$ cat config.mk
export PLATFORM = sky130hd
export DESIGN_NAME = if_fetch_stage
export DESIGN_NICKNAME = d
export VERILOG_FILES = /design/src/rtl/if_fetch_stage.sv
export SDC_FILE = /design/constraint.sdc
export NUM_CORES = 1
export LEC_CHECK = 0
export CORE_ASPECT_RATIO = 1.75
export CORE_UTILIZATION = 51
export DETAILED_ROUTE_END_ITERATION = 8
export GPL_ROUTABILITY_DRIVEN = 0
export PLACE_DENSITY = 0.81
export SETUP_SLACK_MARGIN = 0.15
export SYNTH_ARGS = -nofsm -noshare
export SYNTH_HDL_FRONTEND = slang
export SYNTH_SLANG_ARGS = --single-unit
$ cat constraint.sdc
create_clock -name clk -period 2.17 [get_ports clk]
set_input_delay 0.651 -clock clk [delete_from_list [all_inputs] [get_ports clk]]
set_output_delay 0.651 -clock clk [all_outputs]
set_load 0.05 [all_outputs]
$ cat src/rtl/if_fetch_stage.sv
// IF stage of the P5 MIPS pipeline: PC register, req/ack fetch, IF/ID register.
// Define FETCH_ALIGN_CHK_EN to trap misaligned PCs (adds the ifid_adel port).
module if_fetch_stage #(
  parameter logic [31:0] RESET_PC = 32'h0000_3000,
  parameter logic [31:0] NOP_WORD = 32'h0000_0000
) (
  input  logic        clk,
  input  logic        reset,
  input  logic [31:0] npc_in,
  input  logic        pc_sel,
  input  logic        stall,
  output logic        im_req,
  output logic [31:0] im_addr,
  input  logic        im_ack,
  input  logic [31:0] im_rdata,
  output logic [31:0] ifid_instr,
  output logic [31:0] ifid_pc4,
  output logic        ifid_valid
`ifdef FETCH_ALIGN_CHK_EN
  ,
  output logic        ifid_adel
`endif
);

  typedef enum logic {S_REQ, S_HELD} state_t;

  state_t      state_q, state_d;
  logic [31:0] pc_q, pc_d;
  logic [31:0] instr_q, instr_d;
  logic [31:0] pc4_q, pc4_d;
  logic        valid_q, valid_d;
  logic [31:0] hold_q, hold_d;
  logic [31:0] redir_q, redir_d;
  logic        redir_full_q, redir_full_d;

  logic [31:0] pc_plus4;
  logic [31:0] live_tgt, buf_tgt, next_pc;
  logic        live_redir, misalign, fetch_ok;
  logic [31:0] fetch_word;
  logic        deliver_live, deliver_hold, bubble, capture_hold, pc_upd;

  assign pc_plus4   = pc_q + 32'd4;
  assign live_redir = pc_sel & ~stall & valid_q;

`ifdef FETCH_ALIGN_CHK_EN
  assign misalign = (pc_q[1:0] != 2'b00);
  assign live_tgt = npc_in;
  assign buf_tgt  = redir_q;
`else
  assign misalign = 1'b0;
  assign live_tgt = npc_in  & 32'hFFFF_FFFC;
  assign buf_tgt  = redir_q & 32'hFFFF_FFFC;
`endif

  // A misaligned PC is serviced locally as an instant NOP fetch, never reaching memory.
  assign fetch_ok   = im_ack | misalign;
  assign fetch_word = misalign ? NOP_WORD : im_rdata;

  assign im_req  = reset & (state_q == S_REQ) & ~misalign;
  assign im_addr = pc_q;

  assign ifid_instr = instr_q;
  assign ifid_pc4   = pc4_q;
  assign ifid_valid = valid_q;

  always_comb begin
    if (live_redir)        next_pc = live_tgt;
    else if (redir_full_q) next_pc = buf_tgt;
    else                   next_pc = pc_plus4;
  end

  always_comb begin
    state_d      = state_q;
    pc_d         = pc_q;
    instr_d      = instr_q;
    pc4_d        = pc4_q;
    valid_d      = valid_q;
    hold_d       = hold_q;
    redir_d      = redir_q;
    redir_full_d = redir_full_q;
    deliver_live = 1'b0;
    deliver_hold = 1'b0;
    bubble       = 1'b0;
    capture_hold = 1'b0;

    unique case (state_q)
      S_REQ: begin
        if (fetch_ok && !stall) begin
          deliver_live = 1'b1;
          instr_d      = fetch_word;
          pc4_d        = pc_plus4;
          valid_d      = 1'b1;
        end else if (fetch_ok) begin
          capture_hold = 1'b1;
          hold_d       = fetch_word;
          state_d      = S_HELD;
        end else if (!stall) begin
          bubble  = 1'b1;
          instr_d = NOP_WORD;
          valid_d = 1'b0;
        end
      end
      S_HELD: begin
        if (!stall) begin
          deliver_hold = 1'b1;
          instr_d      = hold_q;
          pc4_d        = pc_plus4;
          valid_d      = 1'b1;
          state_d      = S_REQ;
        end
      end
      default: state_d = S_REQ;
    endcase

    pc_upd = deliver_live | deliver_hold;

    // A branch that leaves ID before its delay slot is fetched parks its target here.
    if (pc_upd) begin
      pc_d         = next_pc;
      redir_full_d = 1'b0;
    end else if (live_redir) begin
      redir_d      = npc_in;
      redir_full_d = 1'b1;
    end
  end

  always_ff @(posedge clk or negedge reset) begin
    if (!reset) begin
      state_q      <= S_REQ;
      pc_q         <= RESET_PC;
      instr_q      <= NOP_WORD;
      pc4_q        <= '0;
      valid_q      <= 1'b0;
      hold_q       <= '0;
      redir_q      <= '0;
      redir_full_q <= 1'b0;
    end else begin
      state_q      <= state_d;
      pc_q         <= pc_d;
      instr_q      <= instr_d;
      pc4_q        <= pc4_d;
      valid_q      <= valid_d;
      hold_q       <= hold_d;
      redir_q      <= redir_d;
      redir_full_q <= redir_full_d;
    end
  end

`ifdef FETCH_ALIGN_CHK_EN
  logic adel_q, adel_d;
  logic hold_adel_q, hold_adel_d;

  always_comb begin
    adel_d      = adel_q;
    hold_adel_d = hold_adel_q;
    if (deliver_live)      adel_d = misalign;
    else if (deliver_hold) adel_d = hold_adel_q;
    else if (bubble)       adel_d = 1'b0;
    if (capture_hold)      hold_adel_d = misalign;
  end

  always_ff @(posedge clk or negedge reset) begin
    if (!reset) begin
      adel_q      <= 1'b0;
      hold_adel_q <= 1'b0;
    end else begin
      adel_q      <= adel_d;
      hold_adel_q <= hold_adel_d;
    end
  end

  assign ifid_adel = adel_q;
`endif

endmodule
### Yosys cells after proc, flatten, opt, wreduce, memory -nomap -nowiden

Index checks and enable logic that the tools add are counted.

| word-level totals | value |
|---|---|
| register bits after elaboration | 163 |
| input port bits | 69 |
| output and inout bits | 98 |
| logic and storage cells | 53 |

| operators by class | value |
|---|---|
| $add $sub $neg | 1 |
| equal/unequal tests | 4 |
| multiplexer cells | 25 |
| bitwise operators | 8 |
| reduce and logical (&&, ||, !) cells | 7 |

Operators with widths:

| cell | number |
|---|---|
| 2-to-1 mux 32 bit | 8 |
| one-hot mux 32 bit (2 select lines) | 2 |
| adder 32 x 3 -> 32 bit (second input constant) | 1 |
| 2-to-1 mux 1 bit | 13 |
| != test 3 x 2 -> 1 bit (second input constant) | 2 |
| AND reduction 3 bit | 2 |
| inverter 1 bit | 4 |
| one-hot mux 1 bit (2 select lines) | 2 |
| AND reduction 2 bit | 2 |
| bitwise AND 1 bit | 3 |
| != test 2 x 1 -> 1 bit (second input constant) | 1 |
| != test 2 bit (second input constant) | 1 |
| nonzero test 2 bit | 1 |
| logical AND 1 bit | 1 |
| zero test 1 bit | 1 |
| OR 1 bit | 1 |

### Longest topological paths before layout

Gate-level depths: netlist (run 1).

| logic depth | value |
|---|---|
| depth in word-level cells | 7 |
| gate-level depth with buffers | 8 |
| depth with buffers taken out | 6 |

### Worst setup path before layout (run 1)

No wires, ideal clock.

| timing | value |
|---|---|
| kind | register -> register |
| start point | register pc_q[2], in the netlist im_addr[2] |
| end point | register pc_q[26], in the netlist im_addr[26] |
| library setup time | 0.069 ns |
| arrival | 2.181 ns |
| required time | 2.101 ns |
| setup slack | -0.081 ns |
| stages on the path, launching flop included | 7 |
| buffers on the path | 0 |
| period minus slack after synthesis | 2.251 ns |
| cell sequence | dfrtp_1 ha_1 nand2_1 nor2_1 nand2_1 or4_1 nand3_1 |

| between the ends | value |
|---|---|
| word-level cells in the longest chain between the ends | 3 |

Ends and longest elaborated chain:

| item | RTL line | RTL |
|---|---|---|
| start: declaration | 28 | `logic [31:0] pc_q, pc_d;` |
| start signal: assignment | 139 | `pc_q <= pc_d;` |
| adder 32 x 3 -> 32 bit | 42 | `assign pc_plus4 = pc_q + 32'd4;` |
| 2-to-1 mux 32 bit | 68 | `else if (redir_full_q) next_pc = buf_tgt;` |
| 2-to-1 mux 32 bit | 67 | `if (live_redir) next_pc = live_tgt;` |

No other way between the ends.
A chain may end at the register's enable or synchronous reset.

### Final worst setup path (run 1)

| timing | value |
|---|---|
| start point | register instr_q[26], in the netlist ifid_instr[26] |
| end point | output port ifid_instr[26] |

RTL lines:

| item | RTL line | RTL |
|---|---|---|
| start: declaration | 29 | `logic [31:0] instr_q, instr_d;` |
| start signal: assignment | 140 | `instr_q <= instr_d;` |
| end: declaration | 16 | `output logic [31:0] ifid_instr,` |

No word-level cell between the ends.

==> impl_metrics.json, run 1 <==
{
  "synth_area_per_cell_um2": 10.38,
  "routed_wl_um": 19740,
  "leakage_nw": 4.365,
  "cts_sinks": 157,
  "yosys-top-cells-area": "dfrtp_1, mux2_2, nand2_1, o21ai_0, a22oi_1",
  "num-nets-final": 958,
  "p_per_area_nw_per_um2": 1162,
  "worst_skew_pair.late_latency_ps": 420,
  "finalHoldViolations": 0,
  "grt_pass1_wl_um": 31820,
  "dp_hpwl_um": 14050,
  "maxSlewViolCount": 0,
  "rows": 58,
  "drive_above_1_share_pct": 25.53,
  "synth_top_area_share_pct": 52.31,
  "startpoint_type": "flip-flop",
  "path_clk_slew_ps": 60,
  "pin_count": 167,
  "die_h_um": 161.5,
  "grt_max_degree": 158,
  "grt_util_all_layers_pct": 27.27,
  "ctsHtreeMaxLevel": 4,
  "max_freq_mhz": 504.9,
  "path_class": "flip-flop to output pin",
  "status": "finished clean",
  "vias_per_cell": 5.819,
  "num_vias": 6290,
  "synthFlopType": "dfrtp_1",
  "fin_crit_sh_pct": 91.28,
  "post-place-ws_ps": -167.2,
  "dr.pass1.iters": 5,
  "hold_class": "input port to async pin",
  "fill_cells": 1084,
  "crit_arrival_ps": 1330,
  "critPathRequiredTime_ps": 1520,
  "synthCells": 714,
  "ys_async_sr_fraction_pct": 100.0,
  "start_util_pct": 51.86,
  "fin_skew_ps": 8.245,
  "crit_family": "buffers and inverters",
  "yosys_warnings": 0,
  "critical_path.slowest_cell": "dlygate4sd2_1",
  "worst_slack_ps": 189.3,
  "cts_tree": "done",
  "worstMarginPinSlew_ps": 814.2,
  "die-area_um2": 15040,
  "seq_area_frac_synth_pct": 53.02,
  "cp-end-kind": "output pin",
  "crit_fanout": 2,
  "synth_most_common_cell": "dfrtp_1",
  "r2r_slack_ps": 230,
  "numPortBuffers": 160,
  "cpPeakStageDelay_ps": 540,
  "cts-root-buf": "clkbuf_16",
  "wl_per_cell_um": 18.26,
  "regArea_um2": 3953,
  "diodes": 0,
  "areaGrowthSynthToFinish_pct": 33.68,
  "cts_buffers": 17,
  "syn_area_um2": 7415,
  "multiInputGateArea_um2": 3223,
  "grt_antenna_before_repair": 0,
  "slew_headroom_pct": 45.72,
  "ant_nets": 0,
  "synth_common_cells": "dfrtp_1, nand2_1, o21ai_0, mux2_2, a21oi_1",
  "synth.distinct_cells": 59,
  "cp_num_buf_inv": 1,
  "coreArea_um2": 14300,
  "grt-ovfl-total": 0,
  "placed_cells": 1048,
  "max-cap-violations": 0,
  "setup_viol": 0,
  "vdd_drop_max_v": 0.0006315,
  "drc": 0,
  "rsz0062_at_grt": "no",
  "period_needed_ps": 1981,
  "ys_ff_latch": 157,
  "die_w_um": 93.15,
  "clockBufferDepth": 2,
  "crit_chain": "dlygate4sd2_1",
  "synth_area_leader_cell": "dfrtp_1",
  "synth_edf_count": 0,
  "first_global_vias": 6505,
  "finalNonFillerCells": 1081,
  "dr.first_iter.drc_count": 477,
  "fin_tns_setup_ps": 0
}
cell usage in the layout (no fill, tap or decap), drive strengths merged, types with 3 or more instances in the layout:
master | netlist | final
clkinv | 0 | 4
nand3 | 30 | 30
o221ai | 3 | 3
or3 | 5 | 5
clkinvlp | 0 | 4
inv | 11 | 15
or4 | 3 | 3
dlygate4sd2 | 0 | 40
o31a | 3 | 3
a22oi | 33 | 33
clkdlybuf4s50 | 0 | 64
xnor2 | 14 | 14
dfrtp | 155 | 155
o22ai | 9 | 9
o211ai | 3 | 3
o21bai | 3 | 3
buf | 19 | 101
o311a | 8 | 8
nor2b | 3 | 3
clkbuf | 35 | 19
o21ai | 72 | 72
mux2 | 62 | 62
xor2 | 13 | 13
a21oi | 40 | 40
and3 | 5 | 5
nor3 | 8 | 8
nor2 | 25 | 25
conb | 1 | 4
nor4 | 3 | 3
nand3b | 5 | 5
a2bb2oi | 3 | 3
nand4 | 11 | 11
nand2 | 107 | 107
cell families after synthesis:
kind of cell,after synthesis,share of synthesized area [%]
compound gates,188,15.69
xor+xnor,27,3.189
fa+ha+maj,1,0.1687
buf+inv,65,4.117
flops,157,53.02
mux,64,9.686
other cells,1,0.05058
simple gates,211,14.07
stage by stage:
| stage | cell area [um2] | hold slack (ps) | util (%) | total power [mW] |
|---|---|---|---|---|
| after floorplan | 7467 | 355.4 | - | 7.140 |
| after global placement | 9359 | 453.1 | 65.46 | 8.572 |
| after detailed placement | 9359 | 466.8 | 65.46 | 8.740 |
| after CTS | 9894 | 440.9 | 69.21 | 11.57 |
| after global routing | 9912 | 443.3 | 69.33 | 12.02 |
| final | 9912 | 395.0 | 69.33 | 11.52 |
what timing repair did:
action,in CTS,in global routing
endpoints found under the setup margin,42,10
pin swaps,0,1
hold buffers,0,0
buffers inserted,0,1
gates resized for setup,42,4
where the power goes:
group | internal (mW) | switching [mW]
sequential | 3.68 | 0.642
clock | 1.67 | 1.26
combinational | 1.49 | 2.78
total | 6.83 | 4.68
cell type report:
cell class | instances | share of cell area (%)
clock buffer | 19 | 4.570
clock inverter | 13 | 1.325
inverter | 11 | 0.4166
multi-input combinational | 495 | 32.52
sequential | 157 | 39.88
tap | 180 | 2.272
timing repair buffer | 206 | 19.02
layer usage:
layer	track usage [%]	share of wire, %	vias to the layer above
met5	0	0	-
met4	14.20	3.9	0
met3	5.414	5.7	60
met2	48.26	54	294
met1	30.46	36	3051
li1	-	-	2885
flip-flops by register name (all words and copies together) (netlist names):
name,flops
ifid_valid,1
redir_q,30
state_q,1
im_addr,30
ifid_instr,32
hold_q,32
ifid_pc4,30
redir_full_q,1
final timing paths:
path | end | cells past startpoint | start
min in group clk | ifid_pc4[9] | 2 | ifid_pc4[9]
setup reg to reg | im_addr[14] | 6 | im_addr[2]
hold / removal | redir_q[9] | 2 | reset
setup / recovery | ifid_instr[26] | 1 | ifid_instr[26]
hold reg to reg | ifid_pc4[9] | 2 | ifid_pc4[9]
max in group asynchronous | im_addr[4] | 2 | reset
No activity file was read; power rests on OpenSTA's default activity.
==> run 2: changes to the inputs <==
- CELL_PAD_IN_SITES_DETAIL_PLACEMENT: unset -> 0
- CELL_PAD_IN_SITES_GLOBAL_PLACEMENT: unset -> 1
- CORE_UTILIZATION: 51 -> 42
- GPL_TIMING_DRIVEN: unset -> 0
- PLACE_DENSITY: 0.81 -> unset
- PLACE_DENSITY_LB_ADDON: unset -> 0.1
- clock period: 2.17 -> 2.32 ns (I/O delays scaled with it)
==> run 2 against run 1 <==
  * Register-to-register slack lost 40 ps
  * Critical path depth rose by 5
  * Worst hold slack worse by 310 ps
  * Via count is 3.3% higher
  * Count of clock-buffer cells in the layout is the same
  * Non-clock buffer count increased by 31
  * Cell area is 3.7% higher
  * Die area increased by 21%
  * Clock power down 3%
  * Sequential power is 7.2% lower
  * Sequential share of layout area decreased by 1.5 points
  * Cell count increased by 7.2%
  * Highest routed layer unchanged
==> impl_metrics.json, run 2 (synthesis results as in run 1) <==
{
  "max_freq_mhz": 468.4,
  "hold_class": "input port to async pin",
  "setup_viol": 0,
  "pin_count": 167,
  "crit_arrival_ps": 2500,
  "crit_fanout": 7,
  "clockBufferDepth": 2,
  "rsz0062_at_grt": "yes",
  "vdd_drop_max_v": 0.0004661,
  "period_needed_ps": 2135,
  "die_w_um": 102.4,
  "areaGrowthSynthToFinish_pct": 38.59,
  "most-common-layout-cells": "dfrtp_1, nand2_1, dlygate4sd2_1",
  "start_util_pct": 43.35,
  "p_per_area_nw_per_um2": 1056,
  "num_vias": 6498,
  "cp-end-kind": "flip-flop",
  "final_util_pct": 60.08,
  "worstMarginPinSlew_ps": 726.4,
  "diodes": 0,
  "dr.pass1.iters": 5,
  "fin_skew_ps": 13.98,
  "dp_hpwl_um": 16450,
  "path_clk_slew_ps": 70,
  "stdcell_area_um2": 10280,
  "numPortBuffers": 160,
  "cts_tree": "done",
  "ant_nets": 0,
  "grt_util_all_layers_pct": 26.83,
  "holdBufCountCts": 0,
  "rows": 63,
  "cts_sinks": 157,
  "hold-worst-slack_ps": 85.82,
  "path_class": "flip-flop to flip-flop",
  "wl_per_cell_um": 20.33,
  "finalHoldViolations": 0,
  "leakage_nw": 4.577,
  "slew_headroom_pct": 51.58,
  "cts_buffers": 17,
  "ctsHtreeMaxLevel": 4,
  "maxSlewViolCount": 0,
  "grt_max_degree": 49,
  "finalNonFillerCells": 1159,
  "vias_per_cell": 5.607,
  "grt-ovfl-total": 0,
  "grt_pass1_wl_um": 36210,
  "startpoint_type": "flip-flop",
  "die_h_um": 177.8,
  "placed_cells": 1105,
  "layout.cells.most_common": "dfrtp_1",
  "critPathRequiredTime_ps": 2680,
  "placed_cell_area_um2": 9343,
  "status": "finished clean",
  "worst_skew_pair.late_latency_ps": 430,
  "fin_crit_sh_pct": 92.01,
  "dr.first_iter.drc_count": 359,
  "cts-root-buf": "clkbuf_16",
  "first_global_vias": 6749,
  "die-area_um2": 18210,
  "drive_above_1_share_pct": 21.14,
  "drc": 0,
  "max-cap-violations": 0,
  "grt_antenna_before_repair": 0,
  "coreArea_um2": 17110,
  "routed_wl_um": 23570,
  "num-nets-final": 989
}
==> run 2: cell count changes in the layout (fill, tap and decap cells not counted), sizes merged <==
cell           before  now
clkinv              4    2
clkinvlp            4    1
clkdlybuf4s50      64   65
bufbuf              0    3
dlygate4sd2        40   78
clkdlybuf4s15       1    9
inv                15   20
clkbuf             19   58
buf               101   43
==> run 2: power by group <==
| part | total, mW | switching (mW) | internal (mW) |
|---|---|---|---|
| clock | 2.85 | 1.26 | 1.58 |
| combinational | 3.99 | 2.66 | 1.33 |
| sequential | 4.02 | 0.587 | 3.43 |
==> run 2: worst max-delay path, cell delays in order, from the launching register on <==
cell and delay (ps):
dfrtp_1 470, nand4_1 280, buf_4 240, nor4_4 320, nand4_1 220, or4_1 460
nand3_1 100
==> run 2: final cells by class <==
class	count	area (um2)
Buffer	54	344.1
Clock buffer	19	452.9
Clock inverter	13	141.4
Fill cell	1551	6829
Inverter	11	41.29
Multi-Input combinational cell	495	3268
Sequential cell	157	3939
Tap cell	227	284.0
Timing Repair Buffer	183	1805
==> run 2: worst paths after layout <==
kind	slack [ps]	start	cells past startpoint	endpoint
setup / recovery	190	im_addr[21]	6	im_addr[29]
hold / removal	90	reset	1	im_addr[2]
setup reg to reg	190	im_addr[21]	6	im_addr[29]
hold reg to reg	470	ifid_pc4[15]	2	ifid_pc4[15]
max in group asynchronous	1600	reset	2	im_addr[11]
min in group clk	470	ifid_pc4[15]	2	ifid_pc4[15]
==> run 2: per-layer routing <==
layer  track usage [%]  vias to the layer above  share of wire, %
met3             5.750                       75               6.4
li1                  -                     2966                 -
met2             48.19                      272                53
met5                 0                        -                 0
met4             13.21                        0               4.3
met1             29.02                     3185                36
==> run 2: stage by stage <==
step | setup TNS, ps | power (mW) | worst slack [ps]
final | 0 | 10.85 | 185.3
after detailed placement | -67580 | 8.192 | -1118
after floorplan | 0 | 6.643 | 150.9
after global routing | 0 | 11.33 | 106.4
after global placement | -978160 | 8.092 | -6423
after CTS | 0 | 10.82 | 136.8
==> run 2: repair_timing <==
item | 4_1_cts | 5_1_grt
setup endpoints to repair | 185 | 74
buffers inserted | 7 | 10
resized for setup | 161 | 41
hold endpoints to repair | 0 | 0
gates cloned | 3 | 2
pin swaps | 2 | 7
==> run 3: changes to the inputs <==
- GPL_TIMING_DRIVEN: 0 -> unset
==> run 3 against run 2 <==
  * Die area stayed put
  * Combinational power shrank 2%
  * Power is essentially flat
==> impl_metrics.json, run 3 (synthesis results as in run 1) <==
{
  "status": "finished clean",
  "final_util_pct": 58.48,
  "coreArea_um2": 17110,
  "dp_hpwl_um": 13960,
  "grt-ovfl-total": 0,
  "maxSlewViolCount": 0,
  "cpPeakStageDelay_ps": 560,
  "fin_skew_ps": 11.02,
  "layout.cells.most_common": "dfrtp_1",
  "cts-root-buf": "clkbuf_16",
  "ant_nets": 0,
  "drc": 0,
  "gr-usage-met1_pct": 27.59,
  "max_freq_mhz": 473.0,
  "crit_fanout": 5,
  "seqPwrFrac_pct": 36.8,
  "path_class": "flip-flop to output pin",
  "max-cap-violations": 0,
  "critPathRequiredTime_ps": 1620,
  "power.switching_mw": 4.309,
  "pwr-share-comb_pct": 35.9,
  "slew_headroom_pct": 44.04,
  "vdd_drop_max_v": 0.0005105,
  "holdBufCountCts": 0,
  "drive_above_1_share_pct": 20.98,
  "num_vias": 6153,
  "rows": 63,
  "ctsHtreeMaxLevel": 4,
  "start_util_pct": 43.35,
  "dr.pass1.iters": 5,
  "cts_sinks": 157,
  "crit_chain": "dlygate4sd2_1",
  "period_needed_ps": 2114,
  "most-common-layout-cells": "dfrtp_1, nand2_1, o21ai_0",
  "setup_viol": 0,
  "hold_class": "input port to async pin",
  "areaGrowthSynthToFinish_pct": 34.91,
  "worstMarginPinSlew_ps": 839.4,
  "grt.met3_usage_pct": 5.356,
  "grt_antenna_before_repair": 1,
  "cts_tree": "done",
  "num-nets-final": 958,
  "critical_path.slowest_cell": "dlygate4sd2_1",
  "first_global_vias": 6229,
  "cts_buffers": 17,
  "worst_skew_pair.late_latency_ps": 420,
  "cp_num_buf_inv": 1,
  "grt_util_all_layers_pct": 23.26,
  "crit_arrival_ps": 1420,
  "stdcell_area_um2": 10000,
  "path_clk_slew_ps": 70,
  "hold-worst-slack_ps": 448.2,
  "routed_wl_um": 20130,
  "wl_per_cell_um": 17.83,
  "die-area_um2": 18210,
  "clockBufferDepth": 2,
  "p_per_area_nw_per_um2": 1085,
  "die_w_um": 102.4,
  "leakage_nw": 4.425,
  "rsz0062_at_grt": "yes",
  "cp-end-kind": "output pin",
  "dr.first_iter.drc_count": 240,
  "grt_pass1_wl_um": 32350,
  "numPortBuffers": 160,
  "gr-max-usage-layer": "met2",
  "die_h_um": 177.8,
  "placed_cell_area_um2": 9417,
  "vias_per_cell": 5.450,
  "grt_use_met2_pct": 39.92,
  "swShare_pct": 39.71,
  "clkPwrFrac_pct": 27.3,
  "p_int_mw": 6.541,
  "finalHoldViolations": 0,
  "startpoint_type": "flip-flop",
  "pin_count": 167,
  "grt_max_degree": 158,
  "crit_family": "buffers and inverters",
  "fin_crit_sh_pct": 91.13
}
run 3: changes by cell type in the layout (fill, tap and decap cells not counted), sizes merged, moves of 2 or more:
cell | before | now
buf | 43 | 79
bufbuf | 3 | 0
bufinv | 1 | 3
clkbuf | 58 | 21
clkdlybuf4s15 | 9 | 0
clkinvlp | 1 | 3
dlygate4sd2 | 78 | 63
inv | 20 | 14
run 3: per-stage QoR:
step	setup TNS, ps	cells	setup slack (ps)	power [mW]
floorplan	0	717	150.9	6.643
global placement	-524.8	1093	-23.47	8.049
detailed placement	-1203	1093	-52.48	8.154
CTS	0	1125	149.7	10.96
global route	0	1129	143.4	11.38
finish	0	1129	205.8	10.85
run 3: area by class of cell:
class | count | area [um2]
antenna | 1 | 2.502
clock buffer | 21 | 470.5
clock inverter | 11 | 156.4
fill | 1502 | 7102
inverter | 11 | 41.29
multi-input combinational | 495 | 3216
sequential | 157 | 3934
tap | 227 | 284.0
timing repair buffer | 206 | 1899
run 3: what timing repair did:
action / CTS / global route
resized for setup: 63 / 2
pin swaps: 0 / 3
endpoints found under the setup margin: 64 / 9
setup buffers: 0 / 3
run 3: worst paths after layout:
path,startpoint,endpoint,slack (ps),cells after the start
max in group asynchronous,reset,hold_q[28],1250,2
setup reg to reg,im_addr[2],im_addr[22],240,6
min in group clk,ifid_pc4[15],ifid_pc4[15],470,2
setup / recovery,im_addr[20],im_addr[20],210,1
hold / removal,reset,im_addr[17],450,2
hold reg to reg,ifid_pc4[15],ifid_pc4[15],470,2
run 3: power groups by stage:
stage / registers (mW) / logic (mW) / clock network [mW]
floorplan: 5.43 / 1.21 / 0
global placement: 4.01 / 4.04 / 0
detailed placement: 4.06 / 4.10 / 0
CTS: 4.00 / 3.93 / 3.03
global route: 4.09 / 4.18 / 3.11
finish: 3.99 / 3.90 / 2.96
run 3: worst register-to-register path, stage by stage (launching register included):
cell and delay, ps:
dfrtp_2 450, ha_1 250, nand2_1 190, nor3_4 420, nand4_1 250, o31a_1 300
o22ai_1 150
run 3: routing by layer:
| metal | up-vias | share of wire (%) | routed length (um) |
|---|---|---|---|
| met5 | - | 0 | 0 |
| met4 | 0 | 2.6 | 533 |
| met3 | 39 | 5.8 | 1165 |
| met2 | 197 | 52 | 10540 |
| met1 | 3014 | 39 | 7898 |
| li1 | 2903 | - | - |
